File: src/rtl/counts_to_n.sv
// Bounded up/down counter with clear/load, saturate-or-wrap bounds, terminal-count pulse and sticky error.
// Latency: every action lands on the next clk edge; no backpressure, one action per cycle (clr > load > en).
module counts_to_n #(
  parameter int WIDTH   = 3,
  parameter int MAX_VAL = 3,
  parameter int WRAP    = 0
) (
  input  logic             clk,
  input  logic             resetn,
  input  logic             en,
  input  logic             up_dn,
  input  logic             load,
  input  logic [WIDTH-1:0] load_val,
  input  logic             clr,
  input  logic             err_clr,
  output logic [WIDTH-1:0] out,
  output logic             at_max,
  output logic             at_zero,
  output logic             tc_pulse,
  output logic             err
);

  generate
    if ((WIDTH < 1) || (WIDTH > 30) || (MAX_VAL < 1) || (MAX_VAL > (2 ** WIDTH) - 1)) begin : g_bad_max
      $error("counts_to_n: MAX_VAL must lie in 1 .. 2**WIDTH-1");
    end
    if ((WRAP != 0) && (WRAP != 1)) begin : g_bad_wrap
      $error("counts_to_n: WRAP must be 0 or 1");
    end
  endgenerate

  // Bound compares run one bit wider so the all-ones MAX_VAL case stays a real comparison.
  localparam logic [WIDTH:0]   MAX_X = (WIDTH + 1)'(MAX_VAL);
  localparam logic [WIDTH-1:0] MAX_W = WIDTH'(MAX_VAL);
  localparam logic [WIDTH-1:0] ONE   = WIDTH'(1);

  logic [WIDTH-1:0] out_nxt;
  logic             tc_nxt;
  logic             err_evt;
  logic             err_nxt;

  always_comb begin
    out_nxt = out;
    tc_nxt  = 1'b0;
    err_evt = 1'b0;
    if ({1'b0, out} > MAX_X) begin
      out_nxt = MAX_W;
      err_evt = 1'b1;
    end else if (clr) begin
      out_nxt = '0;
    end else if (load) begin
      if ({1'b0, load_val} > MAX_X) begin
        out_nxt = MAX_W;
        err_evt = 1'b1;
      end else begin
        out_nxt = load_val;
      end
    end else if (en) begin
      // Bound is tested before stepping so no carry/borrow ever reaches out.
      if (up_dn) begin
        if (out == MAX_W) begin
          tc_nxt  = 1'b1;
          out_nxt = (WRAP != 0) ? '0 : MAX_W;
        end else begin
          out_nxt = out + ONE;
        end
      end else begin
        if (out == '0) begin
          tc_nxt  = 1'b1;
          out_nxt = (WRAP != 0) ? MAX_W : '0;
        end else begin
          out_nxt = out - ONE;
        end
      end
    end
    err_nxt = err_evt | (err & ~err_clr);
  end

  always_ff @(posedge clk or negedge resetn) begin
    if (!resetn) begin
      out      <= '0;
      tc_pulse <= 1'b0;
      err      <= 1'b0;
    end else begin
      out      <= out_nxt;
      tc_pulse <= tc_nxt;
      err      <= err_nxt;
    end
  end

  assign at_max  = (out == MAX_W);
  assign at_zero = (out == '0);

endmodule

File: config.mk
export PLATFORM = sky130hd
export DESIGN_NAME = counts_to_n
export DESIGN_NICKNAME = d
export VERILOG_FILES = /design/src/rtl/counts_to_n.sv
export SDC_FILE = /design/constraint.sdc
export NUM_CORES = 1
export LEC_CHECK = 0
export BUFFER_PORTS_ARGS = -buffer_cell sky130_fd_sc_hd__buf_4
export CORE_AREA = 3 3 40 42
export CTS_CLUSTER_SIZE = 28
export DETAILED_ROUTE_END_ITERATION = 10
export DIE_AREA = 0 0 43 45
export PLACE_DENSITY = 0.62
export SETUP_SLACK_MARGIN = 0.4
export SYNTH_ARGS = -nofsm -noshare
export SYNTH_HDL_FRONTEND = slang
export SYNTH_SLANG_ARGS = --single-unit
File: constraint.sdc
create_clock -name clk -period 1.7 [get_ports clk]
set_input_delay 0.255 -clock clk [delete_from_list [all_inputs] [get_ports clk]]
set_output_delay 0.255 -clock clk [all_outputs]
set_load 0.02 [all_outputs]
=== Word level (Yosys, flattened, before mapping) ===
Cells that the tools add are included.

* Register bits after elaboration: 5
* Input port bits: 10
* Output and inout bits: 7
* Logic and storage cells: 32

* Add/sub/neg operators: 2
* $lt $le $gt $ge: 2
* Equality and inequality tests: 1
* Mux-type cells: 19
* Bitwise gates (word level): 3
* Reduce and logical (&&, ||, !) cells: 2

{| class="wikitable"
|+ Operator list
! operator !! count
|-
| $mux W3 || 8
|-
| $mux W1 || 11
|-
| $gt A3 B2 Y1 const B || 2
|-
| $reduce_bool A4 Y1 || 1
|-
| $add A3 B1 Y3 const B || 1
|-
| $eq A3 B2 Y1 const B || 1
|-
| $logic_not A3 Y1 || 1
|-
| $sub A3 B1 Y3 const B || 1
|-
| $and A1 B1 Y1 || 1
|-
| $not A1 Y1 || 1
|-
| $or A1 B1 Y1 || 1
|}

=== Depth between registers and ports, before layout ===
* Depth after elaboration: 7
* Depth in mapped cells: 6
* Gate-level depth less buffers: 6

=== Least setup slack after synthesis ===
No wires, ideal clock.

* Path type: register to register
* Start point: register out[0]
* End point: register out[0]
* Library setup time: 0.139 ns
* Arrival time: 1.590 ns
* Required time: 1.561 ns
* Setup slack: -0.029 ns
* Stages on the path, launching flop included: 7
* Buffers on the path: 0
* Clock period less this slack: 1.729 ns
* Cells stage by stage: dfrtp_1 inv_1 ha_1 and2b_1 nor3_1 a2111oi_1 o31ai_1

* Cells in the longest elaborated chain, start to end: 7
* Elaborated cells between the ends (all ways): 13
* Classes of those cells: add/sub (2); order compare (1); eq/ne (1); mux (7); reduce/logical (2)

{| class="wikitable"
|+ Ends and longest elaborated chain
! element !! line !! RTL
|-
| from (decl) || 16 || <nowiki>output logic [WIDTH-1:0] out,</nowiki>
|-
| from (signal assigned) || 85 || <nowiki>out <= out_nxt;</nowiki>
|-
| $logic_not A3 Y1 || n/a ||
|-
| via at_zero || 18 || <nowiki>output logic at_zero,</nowiki>
|-
| $mux W3 || 68 || <nowiki>if (out == '0) begin</nowiki>
|-
| $mux W3 || 60 || <nowiki>if (up_dn) begin</nowiki>
|-
| $mux W3 || 58 || <nowiki>end else if (en) begin</nowiki>
|-
| $mux W3 || 51 || <nowiki>end else if (load) begin</nowiki>
|-
| $mux W3 || 49 || <nowiki>end else if (clr) begin</nowiki>
|-
| $mux W3 || 46 || <nowiki>if ({1'b0, out} > MAX_X) begin</nowiki>
|}

The timed path passes the listed nets, and every way through them passes these cells. The select of a mux whose other input is x is not followed.
A chain may end at the register's enable or synchronous reset.

=== Worst setup path after layout ===
* Start point: register out[1]
* End point: register out[0]

* Cells in the longest elaborated chain, start to end: 7
* Elaborated cells between the ends (all ways): 11
* Classes of those cells: order compare (1); eq/ne (1); mux (7); reduce/logical (2)

{| class="wikitable"
|+ Ends and longest elaborated chain
! element !! line
|-
| $eq A3 B2 Y1 or $logic_not A3 Y1 (tied branches) || 61, 68
|-
| $mux W3, on equally long branches || 61, 68
|-
| $mux W3 || 60
|-
| $mux W3 || 58
|-
| $mux W3 || 51
|-
| $mux W3 || 49
|-
| $mux W3 || 46
|}

Several ways; a longest one is shown, not always the timed one. The select of a mux whose other input is x is not followed.

==> metrics.log <==
INFO  metric status = completed
INFO  metric design.final.nets = 79
INFO  metric final_hold_violation_count = 0
INFO  metric grtUsageTotal = 11.4%
INFO  metric drt-wirelength-per-cell = 12.6 um
INFO  metric die_width = 43 um
INFO  metric portion_of_synthesized_cell_area_occupied_by_the_leading_cell_type = 36.2%
INFO  metric fp-row-count = 13
INFO  metric post-route-drc-count = 0
INFO  metric tightest_pin_transition = 0.261 ns
INFO  metric numPlacedInstances = 71
INFO  metric cts_tree = yes
INFO  metric cts.path.max_buffers = 2
INFO  metric drtAntennaViolNets = 0
INFO  metric final-setup-viol-count = 0
INFO  metric n_antenna_cell = 0
INFO  metric master_of_the_slowest_instance_on_the_critical_path = dfrtp_2
INFO  metric path_buf_inv = 0
INFO  metric worst_hold_path_type = in2reg
INFO  metric timing.critical_path.fanout_max = 3
INFO  metric critical_path_type = reg2reg
INFO  metric gr-total-overflow = 0
INFO  metric die_area = 1940 um^2
INFO  metric clkSinkCount = 5
INFO  metric worstSetupStartpointType = register
INFO  metric skew = 0.000471 ns
INFO  metric cp.required = 1.82 ns
INFO  metric flop_and_latch_count_out_of_synthesis = 5
INFO  metric fill_cells = 120
INFO  metric grt_start_max_net_pins = 7
INFO  metric grt_pass1_wl = 1590 um
INFO  metric grt_setup_unrepaired = yes
INFO  metric crit_path_max_incr_delay = 0.44 ns
INFO  metric syn-instance-count = 39
INFO  metric placement_stage_cell_area = 533 um^2
INFO  metric timing.max_cap.violations = 0
INFO  metric post-route-period-util = 89.4%
INFO  metric postLayoutCoreUtil = 49.5%
INFO  metric postLayoutCellArea = 636 um^2
INFO  metric final.min_clock_period = 1.52 ns
INFO  metric clockRootBuffer = clkbuf_4
INFO  metric seq_area_frac_synth = 36.2%
INFO  metric worst_setup_hold_path_clk_slew = 0.04 ns
INFO  metric cp_data_arrival_time = 1.64 ns
INFO  metric synth.largest_area_cell = dfrtp_1
INFO  metric synth_warnings = 0
INFO  metric core = 1280 um^2
INFO  metric die-height = 45 um
INFO  metric path_cells = ha_4 > nor2b_4 > o211a_1 > a2111oi_4 > o31ai_2
INFO  metric flow.area_growth_from_synthesis = 84.1%
INFO  metric synth_area_per_cell = 8.85 um^2
INFO  metric synth_nets = 52
INFO  metric timing.critical_path.to_type = register
INFO  metric post-layout-total-power = 0.773 mW
INFO  metric report.final.slew_viol_count = 0
INFO  metric drt_iter0_markers = 12
INFO  metric power_density = 1220 nW/um^2
INFO  metric synth_cell_type_count = 22
INFO  metric tritoncts.num_buffers = 3
INFO  metric worst_relative_slew_slack = 82.6%
INFO  metric initial_core_util = 26.9%
INFO  metric share_of_cells_above_drive_strength_1 = 55.4%
INFO  metric clk_latency = 0.25 ns
INFO  metric htree_levels = 1
INFO  metric synthTopCellsByArea = dfrtp_1 36%, ha_1 11%, inv_1 7.6%
INFO  metric number_of_antenna_violations_at_the_first_check_in_global_routing = 0
INFO  metric setup_total_negative_slack = 0 ns
INFO  metric place_hpwl = 771 um
INFO  metric detailroute.via_count = 410
INFO  metric synthesis.area = 345 um^2
INFO  metric peak_supply_drop = 0.000385 V
INFO  metric drt-total-wl = 1010 um
INFO  metric ioPinCount = 17
INFO  metric final_cells = 80
INFO  metric max_freq = 658 MHz
INFO  metric routabilityCongestion = 0.809
INFO  metric portBuffers = 16
INFO  metric first_global_vias = 362
INFO  metric vias_per_cell = 5.13
INFO  metric standby_leakage_power = 0.304 nW
INFO  metric drtPass1Iterations = 4
INFO  metric path_delay_family = compound AO/OA/AOI/OAI gates
## synth_stat cells, drive strengths merged
| master | number |
|---|---|
| inv | 7 |
| dfrtp | 5 |
| ha | 3 |
| nor2 | 3 |
| a31oi | 2 |
| nand2 | 2 |
| nor3 | 2 |
| a2111oi | 1 |
| a211o | 1 |
| a21oi | 1 |
| a22oi | 1 |
| and2b | 1 |
| mux2i | 1 |
| nand3 | 1 |
| nor2b | 1 |
| nor3b | 1 |
| nor4b | 1 |
| o211a | 1 |
| o211ai | 1 |
| o21ai | 1 |
| o221ai | 1 |
| o31ai | 1 |
## cell type report
cell class | instances | area, um^2 | share of cell area (%)
Timing Repair Buffer | 22 | 175 | 27.6
Clock buffer | 4 | 26.3 | 4.13
Multi-Input combinational cell | 27 | 262 | 41.1
Tap cell | 15 | 18.8 | 2.95
Sequential cell | 5 | 128 | 20.1
Inverter | 7 | 26.3 | 4.13
## state kept, by name, indices dropped and copies added, names as in the netlist
name      flops
err           1
out           3
tc_pulse      1
## through the flow
step | setup WS, ns | hold slack [ns]
3_3_place_gp | 0.200 | 0.0601
5_1_grt | 0.135 | 0.217
6_report | 0.181 | 0.219
4_1_cts | 0.189 | 0.213
2_1_floorplan | 0.161 | -0.0406
3_5_place_dp | 0.146 | 0.0629
## worst paths after layout
check / to / cells after the start / start / slack [ns]
max in group asynchronous: out[1] / 2 / resetn / 1.23
min reg2reg: err / 2 / err / 0.60
max reg2reg: out[0] / 5 / out[1] / 0.18
min in group asynchronous: out[0] / 2 / resetn / 0.35
max: out[0] / 5 / out[1] / 0.18
min: out[2] / 2 / up_dn / 0.22
## worst register-to-register path: stages, from the launching register on
cell and delay, ns:
dfrtp_2 0.44, ha_4 0.18, nor2b_4 0.13, o211a_1 0.24, a2111oi_4 0.29, o31ai_2 0.12
## report_power, final
group | internal, mW | switching [mW] | total (mW)
sequential | 0.149 | 0.0324 | 0.181
combinational | 0.229 | 0.220 | 0.449
clock | 0.0891 | 0.0537 | 0.143
total | 0.466 | 0.306 | 0.773
## timing repair
action | 4_1_cts | 5_1_grt
hold buffers | 1 | 0
endpoints found under the hold margin | 5 | 0
endpoints found under the setup margin | 5 | 5
gates resized for setup | 3 | 3
pin swaps | 3 | 1
setup buffers | 3 | 1
## cell families (layout without fill, tap and decap cells)
family                     count (synthesis)  count (layout)  synth area share, %
DFF                                        5               5                 36.2
adders and majority gates                  3               3                 10.9
AOI/OAI and AO/OA                         11              11                 23.9
buffers and inverters                      7              33                 7.61
muxes                                      1               1                 2.90
and+or+nand+nor                           12              12                 18.5
## per-layer routing
layer | track usage [%] | vias to the layer above | routed length (um)
li1 | - | 193 | -
met1 | 13.9 | 195 | 434
met2 | 16.8 | 19 | 478
met3 | 1.99 | 3 | 69
met4 | 10.8 | 0 | 27
met5 | 0 | - | 0
## cell usage in the layout (no fill, tap or decap), types with 3 or more instances in the layout
cell and count:
nor2_1 3, dfrtp_1 3, clkbuf_4 3, inv_1 5, buf_4 19
(Power assumes the default switching activity.)
